[config.mk]
export PLATFORM = sky130hd
export DESIGN_NAME = riscv_scoreboard_interlock
export DESIGN_NICKNAME = d
export VERILOG_FILES = /design/src/rtl/riscv_pkg.sv /design/src/rtl/riscv_sb_regfile.sv /design/src/rtl/riscv_scoreboard_interlock.sv
export SDC_FILE = /design/constraint.sdc
export NUM_CORES = 1
export LEC_CHECK = 0
export ABC_AREA = 0
export BUFFER_PORTS_ARGS = -buffer_cell sky130_fd_sc_hd__buf_2
export CORE_MARGIN = 2
export CORE_UTILIZATION = 60
export DETAILED_ROUTE_END_ITERATION = 8
export HOLD_SLACK_MARGIN = 0.06
export PLACE_DENSITY = 0.95
export SYNTH_ARGS = -nofsm -noshare
export SYNTH_HDL_FRONTEND = slang
export SYNTH_SLANG_ARGS = --single-unit
[constraint.sdc]
create_clock -name clk -period 8.7 [get_ports clk]
set_clock_uncertainty 0.2 [all_clocks]
set_input_delay 1.74 -clock clk [delete_from_list [all_inputs] [get_ports clk]]
set_output_delay 1.74 -clock clk [all_outputs]
set_load 0.05 [all_outputs]
[src/rtl/riscv_pkg.sv]
// Shared types and sizes for the issue-side scoreboard.
package riscv_pkg;

  localparam int unsigned REG_ADDR_W = 5;
  localparam int unsigned NUM_REGS   = 32;

  typedef logic [REG_ADDR_W-1:0] reg_addr_t;

endpackage

[src/rtl/riscv_sb_regfile.sv]
// Pending-bit vector for registers owned by in-flight long-latency ops.
// eff_pending is the current view with this cycle's completion already removed.
module riscv_sb_regfile
  import riscv_pkg::reg_addr_t;
#(
  parameter int unsigned NUM_REGS = 32
) (
  input  logic                clk,
  input  logic                rst,
  input  logic                clr_en,
  input  reg_addr_t           clr_addr,
  input  logic                set_en,
  input  reg_addr_t           set_addr,
  output logic [NUM_REGS-1:0] pending,
  output logic [NUM_REGS-1:0] eff_pending
);

  logic [NUM_REGS-1:0] clr_mask;
  logic [NUM_REGS-1:0] set_mask;
  logic [NUM_REGS-1:0] pend_nxt;

  // Set wins over clear on the same index; x0 is never tracked.
  always_comb begin
    clr_mask = '0;
    set_mask = '0;
    if (clr_en) clr_mask[clr_addr] = 1'b1;
    if (set_en) set_mask[set_addr] = 1'b1;
    eff_pending = pending & ~clr_mask;
    pend_nxt    = eff_pending | set_mask;
    pend_nxt[0] = 1'b0;
  end

  always_ff @(posedge clk or posedge rst) begin
    if (rst) pending <= '0;
    else     pending <= pend_nxt;
  end

endmodule

[src/rtl/riscv_scoreboard_interlock.sv]
// ID-stage interlock: stalls issue on RAW/WAW hazards against in-flight long-latency
// results and on a busy divider; also keeps stall statistics and a sticky hang flag.
module riscv_scoreboard_interlock
  import riscv_pkg::reg_addr_t;
#(
  parameter int unsigned NUM_REGS      = 32,
  parameter int unsigned STALL_TIMEOUT = 1024,
  parameter int unsigned CNT_W         = 32
) (
  input  logic                clk,
  input  logic                rst,
  input  logic                id_valid,
  input  reg_addr_t           id_rs1_addr,
  input  logic                id_rs1_used,
  input  reg_addr_t           id_rs2_addr,
  input  logic                id_rs2_used,
  input  reg_addr_t           id_rd_addr,
  input  logic                id_rd_wr,
  input  logic                id_long_lat,
  input  logic                id_is_div,
  input  logic                flush,
  input  logic                cmpl_valid,
  input  reg_addr_t           cmpl_rd_addr,
  input  logic                div_done,
  output logic                stall,
  output logic                issue_fire,
  output logic [NUM_REGS-1:0] pending_mask,
  output logic                div_busy,
  output logic [CNT_W-1:0]    stall_count,
  output logic                hang_err
);

  localparam int unsigned RUN_W = $clog2(STALL_TIMEOUT + 1);

  logic [NUM_REGS-1:0] eff_pending;
  logic [RUN_W-1:0]    run_cnt;
  logic                raw_haz;
  logic                waw_haz;
  logic                str_haz;
  logic                set_en;

  riscv_sb_regfile #(
    .NUM_REGS (NUM_REGS)
  ) u_regfile (
    .clk         (clk),
    .rst         (rst),
    .clr_en      (cmpl_valid),
    .clr_addr    (cmpl_rd_addr),
    .set_en      (set_en),
    .set_addr    (id_rd_addr),
    .pending     (pending_mask),
    .eff_pending (eff_pending)
  );

  // Hazard detection against the completion-adjusted pending view.
  always_comb begin
    raw_haz    = (id_rs1_used && (id_rs1_addr != '0) && eff_pending[id_rs1_addr]) ||
                 (id_rs2_used && (id_rs2_addr != '0) && eff_pending[id_rs2_addr]);
    waw_haz    = id_rd_wr && (id_rd_addr != '0) && eff_pending[id_rd_addr];
    str_haz    = id_is_div && div_busy && !div_done;
    stall      = !rst && id_valid && !flush && (raw_haz || waw_haz || str_haz);
    issue_fire = !rst && id_valid && !flush && !stall;
    set_en     = issue_fire && id_long_lat && id_rd_wr && (id_rd_addr != '0);
  end

  // A new div issuing in the same cycle the old one finishes keeps the divider busy.
  always_ff @(posedge clk or posedge rst) begin
    if (rst) begin
      div_busy <= 1'b0;
    end else if (issue_fire && id_is_div) begin
      div_busy <= 1'b1;
    end else if (div_done) begin
      div_busy <= 1'b0;
    end
  end

  always_ff @(posedge clk or posedge rst) begin
    if (rst) begin
      stall_count <= '0;
      run_cnt     <= '0;
      hang_err    <= 1'b0;
    end else begin
      if (stall && (stall_count != '1)) stall_count <= stall_count + CNT_W'(1);
      if (!stall) begin
        run_cnt <= '0;
      end else if (run_cnt != RUN_W'(STALL_TIMEOUT)) begin
        run_cnt <= run_cnt + RUN_W'(1);
      end
      if (stall && (run_cnt == RUN_W'(STALL_TIMEOUT - 1))) hang_err <= 1'b1;
    end
  end

endmodule

==> impl_metrics.ini <==
[worst_setup_path]
rr_startpoint = stall_count[9]$_DFFE_PP0P_
cp_data_required_time_ns = 6.76
startpoint_type = input port
worstRegToRegCells = 8
end_kind = output pin
timing.rr.end = stall_count[1]$_DFFE_PP0P_
path_max_fanout = 28
worst-r2r-setup-slack_ns = 5.02
crit_arrival_ns = 5.15
critPathKind = input port to output pin

[clock_network]
h-tree-depth = 3
clock_sinks = 76
holdBufCountCts = 0
cts_setup_buffers = 0
cts_resized = 0
path_clk_slew_ns = 0.10
clock_latency_ns = 0.37
cts_root_buf = clkbuf_8
cts_tree = built
clock_path_buffers = 2
numCtsBuffers = 9

[synthesis]
seq_area_frac_synth_pct = 39.5
synth_fp_nets = 561
post-synth-top-area-cell = dfrtp_1
ys_seq_elements = 76
avgSynthCellArea_um2 = 9.14
netlist.area_leader.share_pct = 39.5
synthDistinctLibCells = 67
yosysWarnings = 0
synth_edf_count = 0
synth.area.top_cells = dfrtp_1 39%, xnor2_1 6.2%, o21ai_1 4.2%
yosys_most_used_dff = dfrtp_1
netlist_instances = 527
synth_common_cells = 76 x dfrtp_1, 40 x o21ai_1, 39 x nor2_1
synthArstFlopShare_pct = 100
synth.cell_area_um2 = 4820
synth.most_common_cell = dfrtp_1

[grt]
grt_max_degree = 77
antenna_found_initial = 0
gr-total-overflow = 0
grt_pass1_wl_mm = 24.0
grt_pass1_vias = 4465
grt_usage_pct = 35.6

[place]
hpwl_mm = 11.0
io_buffer_count = 97
placed_cell_area_um2 = 5310
placed_cells = 696
routabilityCongestion = 1.06

[power]
power.internal_mw = 0.525
p_leak_nw = 2.52
swShare_pct = 35.3
p_sw_mw = 0.286
vdd_drop_max_v = 0.000107
pwr-share-comb_pct = 20.6
cellPowerDensity_nw_per_um2 = 148
power_frac_clock_pct = 32.4
p_seq_share_pct = 47.0

[floorplan]
core_um2 = 7770
rows = 32
design.die.area_um2 = 8760
pin_count = 99
die_w_um = 93.6
die_h_um = 93.6
start_util_pct = 62.0

[layout]
synthToLayoutAreaGrowth_pct = 14.0
nets = 639
final_cell_count_no_fill = 712
drive_above_1_share_pct = 22.5
nFillCells = 609
num_antenna_cells = 0
fin_util_pct = 70.7
design_area_um2 = 5490

[sta]
finalSetupTns_ns = 0
hold_viol_final = 0
relSlewSlack_pct = 33.6
period_needed_ns = 7.09
setup_viol = 0
rsz0062_at_grt = false
worst_pin_slew_ns = 0.994
finalMaxSlewViolations = 0
fmax_mhz = 141
min_period_over_period_pct = 81.4

[status]
status = complete, no violations

[hold_path]
whs_endpoint = hang_err$_DFFE_PP0P_
hp-class = flop to flop
hp-start = hang_err$_DFFE_PP0P_
min_path_cells = 1

[route]
wl_per_cell_um = 21.1
via_count = 4841
post-route-drc-count = 0
wl_mm = 15.0
vias_per_cell = 6.80
drt_pass1_iterations = 6
drt_iter0_markers = 688
drtAntennaViolNets = 0

[run]
max_cap_viol_count = 0
==> critical path, stage by stage <==
cell	delay, ns
buf_2	0.23
nand2b_1	0.35
o21ai_0	0.27
a222oi_1	0.37
nand3_1	0.13
a2111oi_0	0.74
nor4_4	0.07
nand2_1	0.10
buf_4	0.28
nand2_1	0.36
inv_2	0.20
buf_2	0.28
==> cell type report <==
cell class / count / area [um2] / share of cell area (%)
repair buffers: 99 / 500 / 9.11
clock buffers: 10 / 138 / 2.51
inverters: 14 / 52.6 / 0.957
clock inverters: 6 / 47.5 / 0.866
well taps: 102 / 128 / 2.32
flip-flops and latches: 76 / 1900 / 34.6
multi-input cells: 405 / 2720 / 49.6
==> metrics by stage <==
step | worst slack (ns) | hold WS (ns) | total power, mW
2_1_floorplan | 2.26 | 0.317 | 0.505
3_3_place_gp | 1.82 | 0.242 | 0.548
3_5_place_dp | 1.64 | 0.246 | 0.552
4_1_cts | 1.68 | 0.268 | 0.808
5_1_grt | 1.36 | 0.299 | 0.843
6_report | 1.61 | 0.271 | 0.811
==> registers in the layout, summed over array words and instances (netlist names) <==
name               count
stall_count           32
run_cnt               11
u_regfile.pending     31
hang_err               1
div_busy               1
==> how the worst max path moves through the flow <==
| stage | start | to | slack [ns] | cells after the start |
|---|---|---|---|---|
| 2_1_floorplan | rst | issue_fire | 2.26 | 5 |
| 3_3_place_gp | cmpl_rd_addr[1] | stall | 1.82 | 12 |
| 3_5_place_dp | cmpl_rd_addr[1] | stall | 1.64 | 12 |
| 4_1_cts | cmpl_rd_addr[1] | stall | 1.68 | 12 |
| 5_1_grt | cmpl_rd_addr[1] | stall | 1.36 | 12 |
| 6_report | cmpl_rd_addr[1] | stall | 1.61 | 12 |
==> metal layers <==
layer | GRT usage (%) | part of all wire [%] | vias to the layer above
li1 | - | - | 2118
met1 | 49.2 | 39 | 2306
met2 | 54.1 | 46 | 358
met3 | 8.54 | 12 | 59
met4 | 15.0 | 3.6 | 0
met5 | 0 | 0 | -
==> power by group through the flow <==
stage               registers [mW]  logic, mW  clock network (mW)
detailed placement           0.388      0.165                   0
global placement             0.387      0.162                   0
global route                 0.384      0.179               0.280
floorplan                    0.427     0.0780                   0
finish                       0.381      0.167               0.263
CTS                          0.381      0.165               0.263
==> cell usage in the layout (no fill, tap or decap), drive strengths merged, types with 6 or more instances in the layout <==
| master | count |
|---|---|
| inv | 16 |
| mux2 | 9 |
| mux2i | 17 |
| nor3b | 7 |
| and3 | 22 |
| dfrtp | 76 |
| nor3 | 16 |
| nand4b | 6 |
| nand3 | 35 |
| xor2 | 10 |
| nand4 | 20 |
| xnor2 | 34 |
| buf | 99 |
| nor4 | 6 |
| o21ai | 60 |
| clkbuf | 10 |
| nor2 | 39 |
| nand2 | 23 |
| a22oi | 8 |
| nand3b | 7 |
| or3 | 7 |
==> kinds of logic after synthesis <==
logic type | share of synthesized area [%]
xor gates and xnor gates | 8.00
other | 0.0778
and+or+nand+nor | 25.2
buffers and inverters | 4.00
AOI/OAI and AO/OA | 15.5
muxes | 7.04
DFF | 39.5
adders and majority gates | 0.779
(Power assumes the default switching activity.)
